**config.mk**
```make
export PLATFORM = sky130hd
export DESIGN_NAME = seq_ctrl
export DESIGN_NICKNAME = d
export VERILOG_FILES = /design/src/rtl/seq_ctrl.sv
export SDC_FILE = /design/constraint.sdc
export NUM_CORES = 1
export LEC_CHECK = 0
export ABC_AREA = 0
export BUFFER_PORTS_ARGS = -buffer_cell sky130_fd_sc_hd__buf_2
export CAP_MARGIN = 10
export CORE_MARGIN = 2
export CORE_UTILIZATION = 33
export CTS_CLUSTER_SIZE = 40
export DETAILED_ROUTE_END_ITERATION = 12
export SLEW_MARGIN = 10
export SYNTH_ARGS = -nofsm -noshare
export SYNTH_HDL_FRONTEND = slang
export SYNTH_SLANG_ARGS = --single-unit
```
**constraint.sdc**
```tcl
create_clock -name clk -period 1.9 [get_ports clk]
set_clock_uncertainty 0.1 [all_clocks]
set_input_delay 0.57 -clock clk [delete_from_list [all_inputs] [get_ports clk]]
set_output_delay 0.57 -clock clk [all_outputs]
set_load 0.02 [all_outputs]
```
**src/rtl/seq_ctrl.sv**
```systemverilog
// seq_ctrl: multi-cycle control FSM for a small MIPS-style datapath.
// Each instruction runs FETCH -> DECODE -> class-specific states -> FETCH.
// All control outputs are registered and loaded from the next state, so a
// state's outputs appear in the same cycle that the state becomes current.
// The one exception is pc_write in BRANCH, which also follows the live zero flag.
// Reset clears the output registers asynchronously, so write strobes fall
// as soon as rst_n goes low, without waiting for a clock edge.
module seq_ctrl #(
  parameter int ILLEGAL_HALT = 1
) (
  input  logic       clk,
  input  logic       rst_n,
  input  logic [5:0] opcode,
  input  logic [5:0] funct,
  input  logic       zero,
  input  logic       overflow,
  input  logic       signed_less,
  input  logic       positive,
  output logic [1:0] alu_ctl,
  output logic       ext_op,
  output logic [2:0] reg_src,
  output logic [1:0] npc_sel,
  output logic [1:0] reg_dst,
  output logic       alu_src,
  output logic       mem_write,
  output logic       mem_op,
  output logic       reg_write,
  output logic       rgs_ins_write,
  output logic       pc_write,
  output logic [3:0] state_o,
  output logic       halted
);

  typedef enum logic [3:0] {
    S_FETCH  = 4'd0,
    S_DECODE = 4'd1,
    S_EXEC   = 4'd2,
    S_MEMADR = 4'd3,
    S_MEMRD  = 4'd4,
    S_MEMWB  = 4'd5,
    S_MEMWR  = 4'd6,
    S_ALUWB  = 4'd7,
    S_OVWB   = 4'd8,
    S_BRANCH = 4'd9,
    S_JUMP   = 4'd10,
    S_HALT   = 4'd15
  } state_e;

  typedef enum logic [3:0] {
    I_ADDU, I_SUBU, I_SLT, I_SRA, I_ORI, I_LUI, I_ADDI,
    I_LW, I_SW, I_BEQ, I_J, I_JAL, I_JR, I_ILL
  } instr_e;

  typedef struct packed {
    logic [1:0] alu_ctl;
    logic       ext_op;
    logic [2:0] reg_src;
    logic [1:0] npc_sel;
    logic [1:0] reg_dst;
    logic       alu_src;
    logic       mem_write;
    logic       mem_op;
    logic       reg_write;
    logic       rgs_ins_write;
    logic       pc_write;
    logic       halted;
  } ctl_t;

  // Output values of FETCH; also the reset value of the output registers.
  localparam ctl_t CTL_FETCH = '{alu_ctl: 2'd0, ext_op: 1'b0, reg_src: 3'd0,
                                 npc_sel: 2'd0, reg_dst: 2'd0, alu_src: 1'b0,
                                 mem_write: 1'b0, mem_op: 1'b0, reg_write: 1'b0,
                                 rgs_ins_write: 1'b1, pc_write: 1'b1,
                                 halted: 1'b0};

  localparam logic ILL_TO_HALT = (ILLEGAL_HALT != 0);

  state_e state_q, state_d;
  instr_e instr;
  logic   ov_q, ov_d;
  logic   lt_q, lt_d;
  ctl_t   ctl_q, ctl_d;

  // positive is carried only for port compatibility.
  logic unused_positive;
  assign unused_positive = positive;

  // Classify the held instruction; the instruction register is stable after FETCH.
  always_comb begin
    instr = I_ILL;
    case (opcode)
      6'b000000: begin
        case (funct)
          6'b100001: instr = I_ADDU;
          6'b100011: instr = I_SUBU;
          6'b101010: instr = I_SLT;
          6'b000011: instr = I_SRA;
          6'b001000: instr = I_JR;
          default:   instr = I_ILL;
        endcase
      end
      6'b001101: instr = I_ORI;
      6'b001111: instr = I_LUI;
      6'b001000: instr = I_ADDI;
      6'b100011: instr = I_LW;
      6'b101011: instr = I_SW;
      6'b000100: instr = I_BEQ;
      6'b000010: instr = I_J;
      6'b000011: instr = I_JAL;
      default:   instr = I_ILL;
    endcase
  end

  // Next-state selection.
  always_comb begin
    state_d = state_q;
    case (state_q)
      S_FETCH:  state_d = S_DECODE;
      S_DECODE: begin
        case (instr)
          I_LW, I_SW:        state_d = S_MEMADR;
          I_BEQ:             state_d = S_BRANCH;
          I_J, I_JAL, I_JR:  state_d = S_JUMP;
          I_ADDU, I_SUBU, I_SLT, I_SRA,
          I_ORI, I_LUI, I_ADDI: state_d = S_EXEC;
          default:           state_d = ILL_TO_HALT ? S_HALT : S_FETCH;
        endcase
      end
      S_EXEC:   state_d = S_ALUWB;
      S_ALUWB:  state_d = (instr == I_ADDI) ? S_OVWB : S_FETCH;
      S_OVWB:   state_d = S_FETCH;
      S_MEMADR: state_d = (instr == I_LW) ? S_MEMRD : S_MEMWR;
      S_MEMRD:  state_d = S_MEMWB;
      S_MEMWB:  state_d = S_FETCH;
      S_MEMWR:  state_d = S_FETCH;
      S_BRANCH: state_d = S_FETCH;
      S_JUMP:   state_d = S_FETCH;
      S_HALT:   state_d = S_HALT;
      default:  state_d = S_FETCH;
    endcase
  end

  // Flag capture: only EXEC samples the ALU flags, other states hold them.
  always_comb begin
    ov_d = ov_q;
    lt_d = lt_q;
    if (state_q == S_EXEC) begin
      ov_d = (instr == I_ADDI) && overflow;
      lt_d = (instr == I_SLT) && signed_less;
    end
  end

  // Control word for a given state, instruction class and flag values.
  function automatic ctl_t ctl_for(input state_e s, input instr_e k,
                                   input logic ov, input logic lt);
    ctl_t c;
    c = '0;
    case (s)
      S_FETCH: begin
        c.rgs_ins_write = 1'b1;
        c.pc_write      = 1'b1;
        c.npc_sel       = 2'd0;
      end
      S_EXEC: begin
        case (k)
          I_SUBU, I_SLT: c.alu_ctl = 2'd1;
          I_ORI:  begin c.alu_ctl = 2'd2; c.alu_src = 1'b1; c.ext_op = 1'b0; end
          I_LUI:  begin c.alu_ctl = 2'd3; c.alu_src = 1'b1; c.ext_op = 1'b0; end
          I_ADDI: begin c.alu_ctl = 2'd0; c.alu_src = 1'b1; c.ext_op = 1'b1; end
          default: c.alu_ctl = 2'd0;
        endcase
      end
      S_ALUWB: begin
        c.reg_write = 1'b1;
        c.reg_dst   = (k == I_ORI || k == I_LUI || k == I_ADDI) ? 2'd1 : 2'd0;
        case (k)
          I_SLT:   c.reg_src = lt ? 3'd3 : 3'd2;
          I_SRA:   c.reg_src = 3'd5;
          default: c.reg_src = 3'd0;
        endcase
      end
      S_OVWB: begin
        c.reg_write = 1'b1;
        c.reg_dst   = 2'd2;
        c.reg_src   = ov ? 3'd3 : 3'd2;
      end
      S_MEMADR: begin
        c.alu_ctl = 2'd0;
        c.alu_src = 1'b1;
        c.ext_op  = 1'b1;
      end
      S_MEMWB: begin
        c.reg_write = 1'b1;
        c.reg_dst   = 2'd1;
        c.reg_src   = 3'd1;
      end
      S_MEMWR: begin
        c.mem_write = 1'b1;
        c.mem_op    = 1'b0;
      end
      S_BRANCH: begin
        c.alu_ctl = 2'd1;
        c.alu_src = 1'b0;
        c.npc_sel = 2'd1;
      end
      S_JUMP: begin
        c.pc_write = 1'b1;
        case (k)
          I_JAL: begin
            c.npc_sel   = 2'd2;
            c.reg_write = 1'b1;
            c.reg_dst   = 2'd3;
            c.reg_src   = 3'd4;
          end
          I_JR:    c.npc_sel = 2'd3;
          default: c.npc_sel = 2'd2;
        endcase
      end
      S_HALT:  c.halted = 1'b1;
      default: c = '0;
    endcase
    return c;
  endfunction

  always_comb ctl_d = ctl_for(state_d, instr, ov_d, lt_d);

  // State, flag and output registers.
  always_ff @(posedge clk or negedge rst_n) begin
    if (!rst_n) begin
      state_q <= S_FETCH;
      ov_q    <= 1'b0;
      lt_q    <= 1'b0;
      ctl_q   <= CTL_FETCH;
    end else begin
      state_q <= state_d;
      ov_q    <= ov_d;
      lt_q    <= lt_d;
      ctl_q   <= ctl_d;
    end
  end

  assign alu_ctl       = ctl_q.alu_ctl;
  assign ext_op        = ctl_q.ext_op;
  assign reg_src       = ctl_q.reg_src;
  assign npc_sel       = ctl_q.npc_sel;
  assign reg_dst       = ctl_q.reg_dst;
  assign alu_src       = ctl_q.alu_src;
  assign mem_write     = ctl_q.mem_write;
  assign mem_op        = ctl_q.mem_op;
  assign reg_write     = ctl_q.reg_write;
  assign rgs_ins_write = ctl_q.rgs_ins_write;
  assign pc_write      = ctl_q.pc_write | ((state_q == S_BRANCH) && zero);
  assign halted        = ctl_q.halted;
  assign state_o       = state_q;

endmodule

```
==> metrics.md <==
| Metric | Value |
|---|---|
| Worst setup startpoint | `opcode[5]` |
| Bufs and invs on worst path | `1` |
| Post-Syn Area | `around 1600 um^2` |
| Pint | `1.981 mW` |
| Final worst path period share | `1.211` |
| Residual DRC | `0` |
| Critical Path RT | `roughly 2.0 ns` |
| Fin Hold WS | `0.1543 ns` |
| Max-slew headroom | `0.5620` |
| Power share of the combinational group | `0.720` |
| CTS root buf | `clkbuf_8` |
| R2r worst-path depth | `8` |
| Kind of critical path | `primary input to register` |
| DIE WIDTH | `about 74 um` |
| Cell row count | `25` |
| Hold Crit Class | `primary input to asynchronous set/reset pin` |
| Max Cap Viol | `0` |
| Initial antenna violation count | `0` |
| GRT Overall Usage | `0.1745` |
| Largest delay share family, worst path | `simple AND/OR/NAND/NOR gates` |
| H-tree Lvls | `1` |
| Area share of the largest cell type after synthesis | `0.3106` |
| Placer Congestion | `around 0.83` |
| Critical path arrival | `around 2.4 ns` |
| R2R Path Start | `state_o[2]$_DFF_PN0_` |
| Fill count | `396` |
| Die height | `73.88 um` |
| Full die area | `approximately 5500 um^2` |
| Min Tclk post-route | `around 2.3 ns` |
| EDFF count, synth | `0` |
| Power Density | `approximately 1300 nW/um^2` |
| Routed WL | `roughly 4700 um` |
| Post-detailed-route count of antenna-violating nets | `0` |
| Netlist cell types | `between 50 and 60` |
| Clock network fraction of total power | `0.083` |
| Seq pwr share | `0.197` |
| Leakage | `~1.3 nW` |
| Post-synthesis cell count | `between 150 and 200` |
| PortBufs | `36` |
| Starting Density | `0.3412` |
| RR Endpoint | `reg_write$_DFF_PN0_` |
| F_max | `0.4346 GHz` |
| First DRT Iteration DRCs | `between 50 and 60` |
| Most frequent cells after synthesis | `dfrtp_1 (20), nor2_1 (18), nand2_1 (15)` |
| RSZ-0062 raised after global routing | `true` |
| Final core utilization | `0.5759` |
| Area contributors post-synth | `dfrtp_1 (31%), buf_4 (4.7%), nor2_1 (4.2%)` |
| Pin count of the biggest net entering global routing | `23` |
| Vias per cell | `4.915` |
| Detail Placement HPWL | `roughly 3400 um` |
| CP max-delay cell | `or3_4` |
| Via count of the first global-routing pass | `between 1,500 and 2,000` |
| CP Max Fanout | `5` |
| FF+latch area | `554.3 um^2` |
| Multi-input combinational cell area | `1204 um^2` |
| YS warnings | `0` |
| Final Hold Vio Count | `0` |
| Cell taking the most area after synthesis | `dfrtp_1` |
| Grt ovf | `0` |
| Status | `finished, violations left` |
| Largest stage delay, worst path | `~0.36 ns` |
| Average wire per cell in the routed design | `13.78 um` |
| Top-count cell post-synth | `dfrtp_1` |
| Syn Area/Cell | `~8.6 um^2` |
| Core Box Area | `approximately 4700 um^2` |
| Final Setup Violations | `20` |
| First-pass GRT wire length | `~7400 um` |
| Area growth, synth to finish | `68.79%` |
| Failing checks | `negative setup slack` |
| Num CTS Buffers | `3` |
| Critical Path End | `reg_write$_DFF_PN0_` |
| Crit. End Element | `register` |
| Register area share after synthesis | `0.3432` |
| Count of pins over their slew limit | `0` |
| Worst path depth | `8` |
| Yosys reg bits | `22` |
| Share of post-route cells with drive strength above 1 | `0.5876` |
| Sink Count | `22` |
| Ant diodes | `0` |
| Slew @ Worst Pin | `0.6501 ns` |
| Reg clk slew, reported paths | `about 0.070 ns` |
| Sw frac | `0.4282` |
| Critical-path cell list | `buf_8 -> nor4_4 -> and2_4 -> a21bo_4 -> or3_4 -> a31o_4 -> nand2b_4 -> o311ai_4` |
| Syn_nets | `205` |
| Main flop type after synthesis | `dfrtp_1` |
| Final WS setup | `-0.4009 ns` |
| Longest Clk Path Bufs | `2` |
| Drt pass-1 iters | `4` |
| Async S/R FF share, synth | `1.000` |
| CTS tree | `built` |
| Layout net count | `293` |
| Via Count | `1,676` |
| Worst skew pair latency | `about 0.26 ns` |
| Hold buffers post-CTS | `0` |
| Net Sw Power | `1.483 mW` |
| Crit start category | `primary input` |
| Maximum vdd drop | `a little under 500 uV` |
| R2R Setup Slk | `-0.17 ns` |
| Ports | `39` |
-- cell type report --
type / count / area share
Inverter: 7 / 0.009660
Tap cell: 67 / 0.03082
Sequential cell: 22 / 0.2038
Timing Repair Buffer: 105 / 0.2967
Clock buffer: 4 / 0.01656
Multi-Input combinational cell: 136 / 0.4425
-- sequential cells by signal, indices dropped and copies added (netlist names) --
register       count
alu_ctl            2
alu_src            1
ctl_q              1
ext_op             1
halted             1
lt_q               1
mem_write          1
npc_sel            2
ov_q               1
reg_dst            2
reg_src            3
reg_write          1
rgs_ins_write      1
state_o            4
-- cell families (layout without fill, tap and decap cells) --
family,count (synthesis),after routing,synth area share
AND/OR/NAND/NOR,89,89,0.3284
AO/OA/AOI/OAI,41,41,0.1957
buffers and inverters,29,116,0.1009
flip-flops,22,22,0.3432
multiplexers,3,3,0.01863
XOR/XNOR,2,2,0.01087
other,1,1,0.002327
-- cell usage in the layout, fill, tap and decap left out, drive strengths merged, types with 4 or more instances in the layout --
| master | count |
|---|---|
| nand2 | 15 |
| dfrtp | 20 |
| nor2 | 18 |
| buf | 105 |
| a21oi | 5 |
| o21ai | 10 |
| inv | 7 |
| nor3 | 13 |
| clkbuf | 4 |
| nand2b | 5 |
| nand3b | 6 |
| and2 | 4 |
| nand3 | 7 |
-- through the flow --
| stage | cells | TNS, ns | setup WS [ns] | total power, mW | cell area [um^2] |
|---|---|---|---|---|---|
| 2_1_floorplan | 187 | -6.763 | -0.6119 | 1.811 | 1710 |
| 3_5_place_dp | 324 | -11.68 | -0.7392 | 2.426 | 2231 |
| 6_report | 341 | -5.225 | -0.4009 | 3.464 | 2720 |
| 5_1_grt | 341 | -6.909 | -0.4795 | 3.666 | 2720 |
| 3_3_place_gp | 324 | -10.79 | -0.6865 | 2.409 | 2231 |
| 4_1_cts | 336 | -4.622 | -0.3704 | 3.062 | 2516 |
-- power by group through the flow --
stage	logic, mW	registers [mW]	clock network [mW]
finish	2.49	0.683	0.289
global route	2.66	0.699	0.309
CTS	2.08	0.684	0.298
detailed placement	1.75	0.675	0
global placement	1.73	0.679	0
floorplan	1.04	0.773	0
-- worst register-to-register path, stage by stage (launching register included) --
cell and delay [ns]:
dfrtp_1 0.40, nor3_1 0.19, buf_4 0.16, nand2_1 0.09, nor3_1 0.38, nor4_4 0.10, buf_4 0.16, buf_4 0.15
o311ai_4 0.25
-- what timing repair did --
| item | in CTS | in global routing |
|---|---|---|
| pin swaps | 22 | 21 |
| setup endpoints to repair | 21 | 22 |
| resized for setup | 41 | 35 |
| buffers inserted | 8 | 5 |
| cloned | 0 | 0 |
-- layer usage --
layer,GRT usage,vias to the layer above,share of wire
met1,0.2121,783,0.42
met2,0.3165,42,0.54
met3,0.01509,8,0.021
met5,0,-,0
li1,-,843,-
met4,0.06465,0,0.018
-- worst min path at each step --
| stage | to | slack (ns) | from | depth (start not counted) |
|---|---|---|---|---|
| after floorplan | alu_ctl[0]$_DFF_PN0_ | 0.17 | rst_n | 0 |
| after global placement | ov_q$_DFF_PN0_ | 0.39 | ov_q$_DFF_PN0_ | 2 |
| after detailed placement | lt_q$_DFF_PN0_ | 0.40 | lt_q$_DFF_PN0_ | 1 |
| after CTS | reg_src[2]$_DFF_PN0_ | 0.17 | rst_n | 1 |
| after global routing | alu_ctl[1]$_DFF_PN0_ | 0.20 | rst_n | 1 |
| final | alu_ctl[1]$_DFF_PN0_ | 0.15 | rst_n | 1 |
(Power assumes the default switching activity.)
